==> src/rtl/mem_access_unit_pkg.sv <==
// Shared definitions for the data-memory access unit: op codes, FSM states,
// default widths matching the data memory.
package mem_access_unit_pkg;

  localparam int unsigned MAU_ADDR_W = 7;
  localparam int unsigned MAU_DATA_W = 16;
  localparam int unsigned MAU_CNT_W  = 16;

  typedef enum logic [1:0] {
    OP_LOAD  = 2'b00,
    OP_STORE = 2'b01,
    OP_SWAP  = 2'b10,
    OP_RSVD  = 2'b11
  } op_e;

  typedef enum logic [1:0] {
    ST_IDLE,
    ST_ISSUE,
    ST_WAIT,
    ST_RESP
  } state_e;

  // True for ops that write the memory (STORE and SWAP)
  function automatic logic op_writes(op_e op);
    return (op == OP_STORE) || (op == OP_SWAP);
  endfunction

endpackage

==> src/rtl/mem_access_unit_sat_counter.sv <==
// Saturating up-counter: increments on inc, sticks at all-ones.
module sat_counter #(
  parameter int unsigned W = 16
) (
  input  logic         clk,
  input  logic         rst,
  input  logic         inc,
  output logic [W-1:0] cnt
);

  logic [W-1:0] cnt_d, cnt_q;

  // Next count: hold at all-ones instead of wrapping
  always_comb begin
    cnt_d = cnt_q;
    if (inc && (cnt_q != '1)) begin
      cnt_d = cnt_q + W'(1);
    end
  end

  // Count register, asynchronous active-low clear
  always_ff @(posedge clk or negedge rst) begin
    if (!rst) begin
      cnt_q <= '0;
    end else begin
      cnt_q <= cnt_d;
    end
  end

  assign cnt = cnt_q;

endmodule

==> src/rtl/mem_access_unit.sv <==
// Initiator for the pipeline data memory: accepts LOAD/STORE/SWAP requests,
// drives the memory port from registers, and returns read data on a
// valid/ready response channel. One access in flight at a time.
module mem_access_unit
  import mem_access_unit_pkg::*;
#(
  parameter int unsigned ADDR_W = MAU_ADDR_W,
  parameter int unsigned DATA_W = MAU_DATA_W,
  parameter int unsigned CNT_W  = MAU_CNT_W
) (
  input  logic              clk,
  input  logic              rst,
  input  logic              req_valid,
  output logic              req_ready,
  input  logic [1:0]        req_op,
  input  logic [ADDR_W-1:0] req_addr,
  input  logic [DATA_W-1:0] req_wdata,
  output logic              resp_valid,
  input  logic              resp_ready,
  output logic [DATA_W-1:0] resp_data,
  output logic              op_err,
  output logic [CNT_W-1:0]  ld_cnt,
  output logic [CNT_W-1:0]  st_cnt,
  output logic              mem_we,
  output logic [ADDR_W-1:0] mem_w_addr,
  output logic [ADDR_W-1:0] mem_r_addr,
  output logic [DATA_W-1:0] mem_data_in,
  input  logic [DATA_W-1:0] mem_data_out
);

  state_e            state_d, state_q;
  op_e               op_d, op_q;
  logic              req_ready_d, req_ready_q;
  logic              resp_valid_d, resp_valid_q;
  logic [DATA_W-1:0] resp_data_d, resp_data_q;
  logic              op_err_d, op_err_q;
  logic              mem_we_d, mem_we_q;
  logic [ADDR_W-1:0] mem_w_addr_d, mem_w_addr_q;
  logic [ADDR_W-1:0] mem_r_addr_d, mem_r_addr_q;
  logic [DATA_W-1:0] mem_data_in_d, mem_data_in_q;
  logic              ld_inc, st_inc;
  logic              accept;
  op_e               req_op_e;

  assign req_op_e = op_e'(req_op);
  assign accept   = req_valid && req_ready_q;

  // Next-state and registered-output computation for the access FSM.
  // Memory port registers are loaded on accept so address/we are already
  // on the bus during ISSUE; req_ready and resp_valid each lag their state
  // by one cycle, which gives the STORE N+2 / LOAD N+3 timing.
  always_comb begin
    state_d       = state_q;
    op_d          = op_q;
    req_ready_d   = 1'b0;
    resp_valid_d  = resp_valid_q;
    resp_data_d   = resp_data_q;
    op_err_d      = 1'b0;
    mem_we_d      = 1'b0;
    mem_w_addr_d  = mem_w_addr_q;
    mem_r_addr_d  = mem_r_addr_q;
    mem_data_in_d = mem_data_in_q;
    ld_inc        = 1'b0;
    st_inc        = 1'b0;

    unique case (state_q)
      ST_IDLE: begin
        req_ready_d = 1'b1;
        if (accept) begin
          if (req_op_e == OP_RSVD) begin
            op_err_d = 1'b1;
          end else begin
            state_d       = ST_ISSUE;
            op_d          = req_op_e;
            req_ready_d   = 1'b0;
            mem_we_d      = op_writes(req_op_e);
            mem_w_addr_d  = req_addr;
            mem_r_addr_d  = req_addr;
            mem_data_in_d = req_wdata;
          end
        end
      end
      ST_ISSUE: begin
        st_inc  = op_writes(op_q);
        state_d = (op_q == OP_STORE) ? ST_IDLE : ST_WAIT;
      end
      ST_WAIT: begin
        resp_data_d = mem_data_out;
        state_d     = ST_RESP;
      end
      ST_RESP: begin
        if (!resp_valid_q) begin
          resp_valid_d = 1'b1;
        end else if (resp_ready) begin
          resp_valid_d = 1'b0;
          ld_inc       = 1'b1;
          state_d      = ST_IDLE;
        end
      end
      default: state_d = ST_IDLE;
    endcase
  end

  // State and output registers; reset drops any in-flight access
  always_ff @(posedge clk or negedge rst) begin
    if (!rst) begin
      state_q       <= ST_IDLE;
      op_q          <= OP_LOAD;
      req_ready_q   <= 1'b0;
      resp_valid_q  <= 1'b0;
      resp_data_q   <= '0;
      op_err_q      <= 1'b0;
      mem_we_q      <= 1'b0;
      mem_w_addr_q  <= '0;
      mem_r_addr_q  <= '0;
      mem_data_in_q <= '0;
    end else begin
      state_q       <= state_d;
      op_q          <= op_d;
      req_ready_q   <= req_ready_d;
      resp_valid_q  <= resp_valid_d;
      resp_data_q   <= resp_data_d;
      op_err_q      <= op_err_d;
      mem_we_q      <= mem_we_d;
      mem_w_addr_q  <= mem_w_addr_d;
      mem_r_addr_q  <= mem_r_addr_d;
      mem_data_in_q <= mem_data_in_d;
    end
  end

  sat_counter #(.W(CNT_W)) u_ld_cnt (
    .clk (clk),
    .rst (rst),
    .inc (ld_inc),
    .cnt (ld_cnt)
  );

  sat_counter #(.W(CNT_W)) u_st_cnt (
    .clk (clk),
    .rst (rst),
    .inc (st_inc),
    .cnt (st_cnt)
  );

  assign req_ready   = req_ready_q;
  assign resp_valid  = resp_valid_q;
  assign resp_data   = resp_data_q;
  assign op_err      = op_err_q;
  assign mem_we      = mem_we_q;
  assign mem_w_addr  = mem_w_addr_q;
  assign mem_r_addr  = mem_r_addr_q;
  assign mem_data_in = mem_data_in_q;

endmodule

==> config.mk <==
export PLATFORM = sky130hd
export DESIGN_NAME = mem_access_unit
export DESIGN_NICKNAME = d
export VERILOG_FILES = /design/src/rtl/mem_access_unit_pkg.sv /design/src/rtl/mem_access_unit_sat_counter.sv /design/src/rtl/mem_access_unit.sv
export SDC_FILE = /design/constraint.sdc
export NUM_CORES = 1
export LEC_CHECK = 0
export BUFFER_PORTS_ARGS = -buffer_cell sky130_fd_sc_hd__buf_2
export CAP_MARGIN = 0
export CORE_MARGIN = 2
export CORE_UTILIZATION = 38
export CTS_CLUSTER_DIAMETER = 80
export CTS_CLUSTER_SIZE = 28
export DETAILED_ROUTE_END_ITERATION = 7
export GPL_ROUTABILITY_DRIVEN = 0
export HOLD_SLACK_MARGIN = 0.08
export PLACE_DENSITY = 0.75
export SYNTH_ARGS = -nofsm -noshare
export SYNTH_HDL_FRONTEND = slang
export SYNTH_SLANG_ARGS = --single-unit
==> constraint.sdc <==
create_clock -name clk -period 3.7 [get_ports clk]
set_clock_uncertainty 0.1 [all_clocks]
set_input_delay 0.185 -clock clk [delete_from_list [all_inputs] [get_ports clk]]
set_output_delay 0.185 -clock clk [all_outputs]
set_load 0.005 [all_outputs]
# Yosys cells after proc, flatten, opt, wreduce, memory -nomap -nowiden
# Cells that the tools add are included.
[classes]
add_sub_neg = 2
eq_ne = 14
mux = 20
bitwise_logic = 1
n_reduce_logical = 8
[op_table]
columns = ["op", "count"]
rows = [
  ["$add 16x1->16 const B", 2],
  ["$ne 16x16->1 const B", 2],
  ["$mux 1", 14],
  ["$eq 2x2->1 const B", 5],
  ["$mux 2", 5],
  ["$ne 2x2->1 const B", 4],
  ["$pmux 2 s4", 1],
  ["$eq 2x1->1 const B", 3],
  ["$reduce_and 4->1", 1],
  ["$logic_and 1x1->1", 3],
  ["$reduce_and 3->1", 1],
  ["$logic_not 2->1", 1],
  ["$logic_or 1x1->1", 2],
  ["$not 1->1", 1],
]
[word_totals]
regBits = 79
in_bits = 45
output_inout_bits = 82
word_cells = 56

# Longest topological paths before layout
# Gate-level depths: netlist (run 1).
[logic_depth]
depth_word = 5
ltp_mapped = 6
ltp_nobuf = 6

# Cells and area by module
# Synthesis (run 1) repeated with hierarchy kept, for this count alone.
[hier_totals]
cells_unflattened = 269
hier_area_um2 = 3697.3
[modules_own_cells]
columns = ["mod", "instances", "cells_each", "area_each_um2", "seq_area_each_um2"]
rows = [
  ["mem_access_unit", 1, 125, 1978.1, 1176.1],
  ["sat_counter", 2, 72, 859.6, 400.4],
]

# Least setup slack after synthesis (run 1)
# OpenSTA, ideal clock, no wires.
[synth_timing]
kind = "reg2reg"
from = "register op_q[0]"
to = "register u_st_cnt.cnt_q[14], in the netlist u_st_cnt.cnt[14]"
setup_time_ns = 0.128
t_arrival_ns = 1.665
required_time_ns = 3.472
setup_slack_ns = 1.807
stages_incl_launch_ff = 5
n_path_buf = 0
synth_period_minus_slack_ns = 1.893
cell_sequence = "dfrtp_1 ha_1 or3b_4 nor4_2 mux2_1"
[synth_via]
elab_chain_cells = 4
elab_cells_between_ends = 5
classes_between = "eq/ne (2); mux (1); reduce/logical (2)"
[synth_lines]
columns = ["element", "line_no", "rtl"]
rows = [
  ["start: declaration", "mem_access_unit.sv:32", "op_e op_d, op_q;"],
  ["start signal: assignment", "mem_access_unit.sv:119", "op_q <= op_d;"],
  ["$eq 2x1->1 / $eq 2x2->1 (equally long branches)", "mem_access_unit_pkg.sv:25", "return (op == OP_STORE) || (op == OP_SWAP);"],
  ["$logic_or 1x1->1 (*)", "mem_access_unit_pkg.sv:25", ""],
  ["$mux 1 (*)", "mem_access_unit.sv:66", "unique case (state_q)"],
  ["$logic_and 1x1->1 (*)", "mem_access_unit_sat_counter.sv:16", "if (inc && (cnt_q != '1)) begin"],
  ["end signal: assignment", "mem_access_unit_sat_counter.sv:26", "cnt_q <= cnt_d;"],
  ["end: declaration", "mem_access_unit_sat_counter.sv:11", "logic [W-1:0] cnt_d, cnt_q;"],
]
# Mark *: on every way between the ends. The rest lies on a longest branch, timed or not.
# A chain may end at the register's enable or synchronous reset.

# Worst setup path in the final report (run 1)
[layout_timing]
from = "input port req_op[0]"
to = "register mem_data_in_q[2], in the netlist mem_data_in[2]"
[layout_via]
elab_chain_cells = 3
[layout_lines]
columns = ["element", "line_no", "rtl"]
rows = [
  ["start: declaration", "mem_access_unit.sv:15", "input logic [1:0] req_op,"],
  ["$eq 2x2->1", "mem_access_unit.sv:70", "if (req_op_e == OP_RSVD) begin"],
  ["$not 1->1 (no source line)", "-", ""],
  ["$reduce_and 3->1 (no source line)", "-", ""],
  ["end signal: assignment", "mem_access_unit.sv:127", "mem_data_in_q <= mem_data_in_d;"],
  ["end: declaration", "mem_access_unit.sv:40", "logic [DATA_W-1:0] mem_data_in_d, mem_data_in_q;"],
]
# Every way passes these cells.

==> results of run 1 <==
==> kinds of logic after synthesis <==
| logic type | Yosys count |
|---|---|
| AND/OR/NAND/NOR | 84 |
| flip-flops | 79 |
| multiplexers | 44 |
| XOR/XNOR | 26 |
| AO/OA/AOI/OAI | 19 |
| buffers and inverters | 16 |
| adder cells (fa/ha/maj) | 4 |
==> stage by stage <==
step	instances	util (%)	hold slack (ns)	worst slack, ns
after floorplan	272	-	-0.211	1.81
after global placement	496	46.1	0.304	1.52
after detailed placement	496	46.1	0.310	1.43
after CTS	556	52.9	0.393	1.29
after global routing	556	52.9	0.411	1.19
final	556	52.9	0.390	1.28
==> final cells by class <==
cell class | count | area [µm²]
Sequential cell | 79 | 1980
Multi-Input combinational cell | 177 | 1450
Timing Repair Buffer | 171 | 1080
Tap cell | 111 | 139
Fill cell | 782 | 4310
Inverter | 2 | 7.51
Clock buffer | 9 | 124
Clock inverter | 7 | 61.3
==> cell usage in the layout, fill, tap and decap left out, drive strengths merged, types with 4 or more instances in the layout <==
cell type    Yosys  routed
buf             13     127
dfrtp           79      79
dlygate4sd3      0      44
mux2            44      44
nand2           17      17
nand3           14      14
xor2            14      14
xnor2           12      12
nand4            9       9
clkbuf           1       9
and4             8       8
nor2             7       7
and3             7       7
a21oi            7       7
nor3             7       7
inv              2       7
nor4             6       6
o21ai            4       4
ha               4       4
==> power groups by stage <==
stage | combinational (mW) | sequential (mW) | clock [mW]
6_report | 0.895 | 1.35 | 0.607
5_1_grt | 0.986 | 1.39 | 0.670
4_1_cts | 0.905 | 1.35 | 0.634
3_5_place_dp | 0.866 | 1.36 | 0
3_3_place_gp | 0.847 | 1.34 | 0
2_1_floorplan | 0.523 | 1.34 | 0
==> worst max-delay path by stage <==
stage                         from                            to  slack (ns)  depth (start not counted)
5_1_grt                  req_op[0]    mem_data_in[3]$_DFFE_PN0P_        1.19                          6
4_1_cts                  req_op[0]    mem_data_in[0]$_DFFE_PN0P_        1.29                          6
3_3_place_gp             flip-flop    mem_data_in[2]$_DFFE_PN0P_        1.52                          3
2_1_floorplan  op_q[0]$_DFFE_PN0P_  u_st_cnt.cnt[14]$_DFFE_PN0P_        1.81                          4
3_5_place_dp             flip-flop    mem_data_in[0]$_DFFE_PN0P_        1.43                          3
6_report                 req_op[0]    mem_data_in[2]$_DFFE_PN0P_        1.28                          6
==> per-layer routing <==
metal  part of all wire (%)  global-route usage (%)  vias to the layer above
met5                      0                       0                        -
li1                       -                       -                     1309
met4                    1.4                    6.32                        0
met1                     44                    21.1                     1315
met3                    6.4                    4.85                       12
met2                     48                    25.5                       96
==> registers in the layout (all words and copies together) (netlist names), 2 cells and up, named ones only <==
| name | cells |
|---|---|
| mem_data_in | 16 |
| u_st_cnt.cnt | 16 |
| op_q | 2 |
| mem_r_addr | 7 |
| resp_data | 16 |
| u_ld_cnt.cnt | 16 |
==> worst max-delay path: stages <==
cell and delay [ns]:
dlygate4sd3_1 0.54, buf_2 0.14, ha_1 0.24, nor4_4 0.69, buf_4 0.39, mux2_2 0.37
==> what timing repair did <==
item | in CTS | in global routing
endpoints found under the hold margin | 123 | 0
hold buffers | 44 | 0
endpoints found under the setup margin | 0 | 0
==> impl_metrics.tcl, run 1 <==
set metrics [dict create \
    dpl_cell_area_um2 4220 \
    ys_ff_latch 79 \
    final_max_slew_viol_count 0 \
    power.density_nw_per_um2 588 \
    finalCritPeriodShare_pct 65.3 \
    synthArstFlopShare_pct 100 \
    cts_tree "yes" \
    p_int_mw 1.91 \
    drive_gt1_share_pct 42.2 \
    yosys.area.top_type_share_pct 55.7 \
    switching_power_mw 0.933 \
    first_global_vias 2646 \
    hold_class "flip-flop to flip-flop" \
    final-setup-viol-count 0 \
    clk_path_buf_depth 2 \
    cts_resized 0 \
    dieArea_um2 10100 \
    worstSkewPairLatency_ns 0.35 \
    crit_type "input pin to flip-flop" \
    synth_fa_ha_area_share_pct 1.41 \
    worst_ep_arrival_time_ns 2.55 \
    muxShareOfSynthArea_pct 15.1 \
    totalPowerFinal_mw 2.85 \
    holdPathEnd "u_st_cnt.cnt[7]$_DFFE_PN0P_" \
    start_kind "input pin" \
    synthTopCellsByCount "dfrtp_1, mux2_2, nand2_1" \
    swShare_pct 32.8 \
    wire_per_inst_um 14.7 \
    cts_sinks 79 \
    power.leakage_nw 2.46 \
    synthCells 272 \
    grt_max_degree 80 \
    power_frac_comb_pct 31.4 \
    synth_area_leader_cell "dfrtp_1" \
    die_h_um 101 \
    status "completed" \
    core_area_um2 9150 \
    crit_path_end_kind "flip-flop" \
    viasPerCell 4.91 \
    grt_pass1_wl_mm 12.8 \
    drc 0 \
    synthSimpleGateAreaFrac_pct 14.4 \
    crit_required_ns 3.83 \
    rsz0062_at_grt "false" \
    period_minus_slack_ns 2.42 \
    reg2reg_depth 3 \
    synth_top_family_by_area "multiplexers" \
    hold_viol 0 \
    tightest_slew_ns 1.01 \
    synth-edff-count 0 \
    final_cell_area_um2 4840 \
    yosys_warnings 0 \
    synth_compound_area_share_pct 3.56 \
    reg2reg_setup_slack_ns 1.44 \
    dp_hpwl_mm 5.39 \
    power_frac_seq_pct 47.3 \
    syn2layout_area_growth_pct 36.4 \
    port_buffers 126 \
    gr-usage-all-layers_pct 16.2 \
    n_antenna_cell 0 \
    syn-num-nets 321 \
    min_from "u_st_cnt.cnt[7]$_DFFE_PN0P_" \
    hold_depth 1 \
    crit_fanout 14 \
    drt_iter0_drc 65 \
    ys.flop_type "dfrtp_1" \
    synth-xor-area-share_pct 6.42 \
    nNetsFinal 489 \
    yosys.cell_count.top_type "dfrtp_1" \
    timing.fmax_mhz 414 \
    wirelength_mm 8.16 \
    ios 127 \
    start_util_pct 38.8 \
    path_clk_slew_ns 0.09 \
    r2r_end "mem_data_in[2]$_DFFE_PN0P_" \
    drtPass1Iterations 4 \
    h-tree-depth 3 \
    num_vias 2732 \
    cts_buffers 9 \
    cap_violations 0 \
    setup-tns-final_ns 0 \
    synth_area_um2 3550 \
    pwr-share-clk_pct 21.3 \
    ys_types 38 \
    cts_root_buffer "clkbuf_8" \
    ant_nets 0 \
    die_w_um 101 \
    syn_area_per_cell_um2 13.0 \
    ir_drop_uv 272 \
    synth.top_cells.by_area "dfrtp_1, mux2_2, mux2_4, xor2_1, xnor2_1" \
    row_count 35 \
    postCtsSetupRepairBufs 0 \
    relSlewSlack_pct 32.6 \
    antenna_found_initial 0 \
    synth_seq_area_share_pct 55.7 \
    grt_overflow 0 \
]
No activity file was read; power rests on OpenSTA's default activity.
==> run 2: changes to the inputs <==
==> constraint.sdc (replaced) <==
create_clock -name clk -period 2.4 [get_ports clk]
set_clock_uncertainty 0.1 [all_clocks]
set_input_delay 0.12 -clock clk [delete_from_list [all_inputs] [get_ports clk]]
set_output_delay 0.12 -clock clk [all_outputs]
set_load 0.005 [all_outputs]
==> run 2 against run 1 <==
  * Hold slack lost 0.15 ns
  * Core utilization is 0.46 points higher
  * Critical path type is now flip-flop to flip-flop
  * Flip-flop and latch count stayed put
  * Clock power increased by 57%
  * Critical path depth down 1
  * First-iteration DRC count fell by 9.2%
  * Power grew 55%
==> impl_metrics.tcl, run 2 (synthesis results as in run 1) <==
set metrics [dict create \
    final_max_slew_viol_count 0 \
    syn2layout_area_growth_pct 37.6 \
    wirelength_mm 8.26 \
    fillers 794 \
    drc 0 \
    timing.rr.start "u_st_cnt.cnt[1]$_DFFE_PN0P_" \
    die_w_um 101 \
    core_area_um2 9150 \
    ios 127 \
    setup-tns-final_ns 0 \
    reg2reg_depth 5 \
    path_clk_slew_ns 0.08 \
    cap_violations 0 \
    r2r_end "u_st_cnt.cnt[1]$_DFFE_PN0P_" \
    grt_overflow 0 \
    nNetsFinal 494 \
    wl_met2_mm 4.00 \
    layout_common_cells "buf_2, dfrtp_1, dlygate4sd3_1" \
    cts_root_buffer "clkbuf_8" \
    relSlewSlack_pct 58.8 \
    cts_tree "yes" \
    period_minus_slack_ns 2.03 \
    crit_required_ns 2.54 \
    wl_met3_um 462 \
    crit_type "flip-flop to flip-flop" \
    start_kind "flip-flop" \
    rsz0062_at_grt "false" \
    port_buffers 126 \
    drtPass1Iterations 4 \
    worst_ep_arrival_time_ns 2.17 \
    grt_max_degree 48 \
    antenna_found_initial 0 \
    crit_fanout 8 \
    crit_path_end_kind "flip-flop" \
    hold_viol 0 \
    row_count 35 \
    dieArea_um2 10100 \
    finalCritPeriodShare_pct 84.6 \
    clk_path_buf_depth 2 \
    timing.fmax_mhz 492 \
    grt_pass1_wl_mm 13.2 \
    viasPerCell 4.99 \
    worstSkewPairLatency_ns 0.35 \
    tightest_slew_ns 0.618 \
    drt_iter0_drc 59 \
    num_vias 2802 \
    first_global_vias 2736 \
    ant_nets 0 \
    status "completed" \
    n_antenna_cell 0 \
    final-setup-viol-count 0 \
    dp_hpwl_mm 5.69 \
    ir_drop_uv 389 \
    die_h_um 101 \
    hold_ws_ns 0.244 \
    power.density_nw_per_um2 906 \
    power.leakage_nw 2.48 \
    hold_class "input pin to asynchronous set/reset pin" \
    gr-usage-all-layers_pct 16.6 \
    start_util_pct 38.8 \
    drive_gt1_share_pct 42.4 \
    cts_sinks 79 \
    final_common_cell "buf_2" \
    h-tree-depth 3 \
    wire_per_inst_um 14.7 \
    routed.top_layer "met4" \
    drt-met1-wl_mm 3.59 \
    reg2reg_setup_slack_ns 0.37 \
    cts_buffers 9 \
]
run 2: cell count changes in the layout (fill, tap and decap cells not counted), sizes merged:
cell / previous run / this run
inv: 7 / 2
clkbuf: 9 / 11
buf: 127 / 132
clkinv: 0 / 2
bufinv: 0 / 1
run 2: worst max path at each step:
stage | startpoint | slack [ns] | to | cells after the start
after floorplan | op_q[0]$_DFFE_PN0P_ | 0.51 | u_st_cnt.cnt[14]$_DFFE_PN0P_ | 4
after global placement | op_q[0]$_DFFE_PN0P_ | 0.48 | u_st_cnt.cnt[14]$_DFFE_PN0P_ | 4
after detailed placement | u_st_cnt.cnt[1]$_DFFE_PN0P_ | 0.39 | u_st_cnt.cnt[1]$_DFFE_PN0P_ | 5
after CTS | u_st_cnt.cnt[1]$_DFFE_PN0P_ | 0.38 | u_st_cnt.cnt[1]$_DFFE_PN0P_ | 5
after global routing | u_st_cnt.cnt[1]$_DFFE_PN0P_ | 0.29 | u_st_cnt.cnt[1]$_DFFE_PN0P_ | 5
final | u_st_cnt.cnt[1]$_DFFE_PN0P_ | 0.37 | u_st_cnt.cnt[1]$_DFFE_PN0P_ | 5
run 2: metrics by stage:
step                      instances  power [mW]  cell area, µm²  setup WS, ns  utilization, %
final                           561        4.43            4880         0.369            53.4
after global routing            561        4.73            4880         0.289            53.4
after CTS                       561        4.49            4880         0.383            53.4
after detailed placement        501        3.46            4250         0.392            46.5
after global placement          501        3.38            4250         0.483            46.5
after floorplan                 272        2.87            3550         0.507               -
run 2: metal layers:
metal,up-vias,GRT usage (%)
met2,102,26.4
met1,1362,21.2
li1,1319,-
met4,0,8.01
met5,-,0
met3,19,4.16
run 2: final cells by class:
class / count / area, µm² / area share, %
sequential: 79 / 1980 / 40.5
multi-input combinational: 177 / 1450 / 29.7
timing repair buffer: 176 / 1120 / 22.9
tap: 111 / 139 / 2.84
clock buffer: 11 / 131 / 2.69
clock inverter: 5 / 58.8 / 1.20
inverter: 2 / 7.51 / 0.154
run 2: worst max-delay path: stages, from the launching register on:
cell     delay [ns]
dfrtp_1        0.43
ha_1           0.28
nand3_1        0.16
nor3_2         0.47
a21oi_2        0.16
mux2_4         0.32
run 2: power by group:
group | switching, mW | internal [mW] | leakage [nW]
registers | 0.330 | 1.74 | 1.03
clock network | 0.472 | 0.481 | 0.0895
logic | 0.575 | 0.824 | 1.37
total | 1.38 | 3.05 | 2.48
run 2: what timing repair did:
item / CTS / global route
resized for setup: 0 / 0
hold endpoints to repair: 88 / 0
buffers inserted: 0 / 0
endpoints found under the setup margin: 0 / 0
hold buffers: 44 / 0
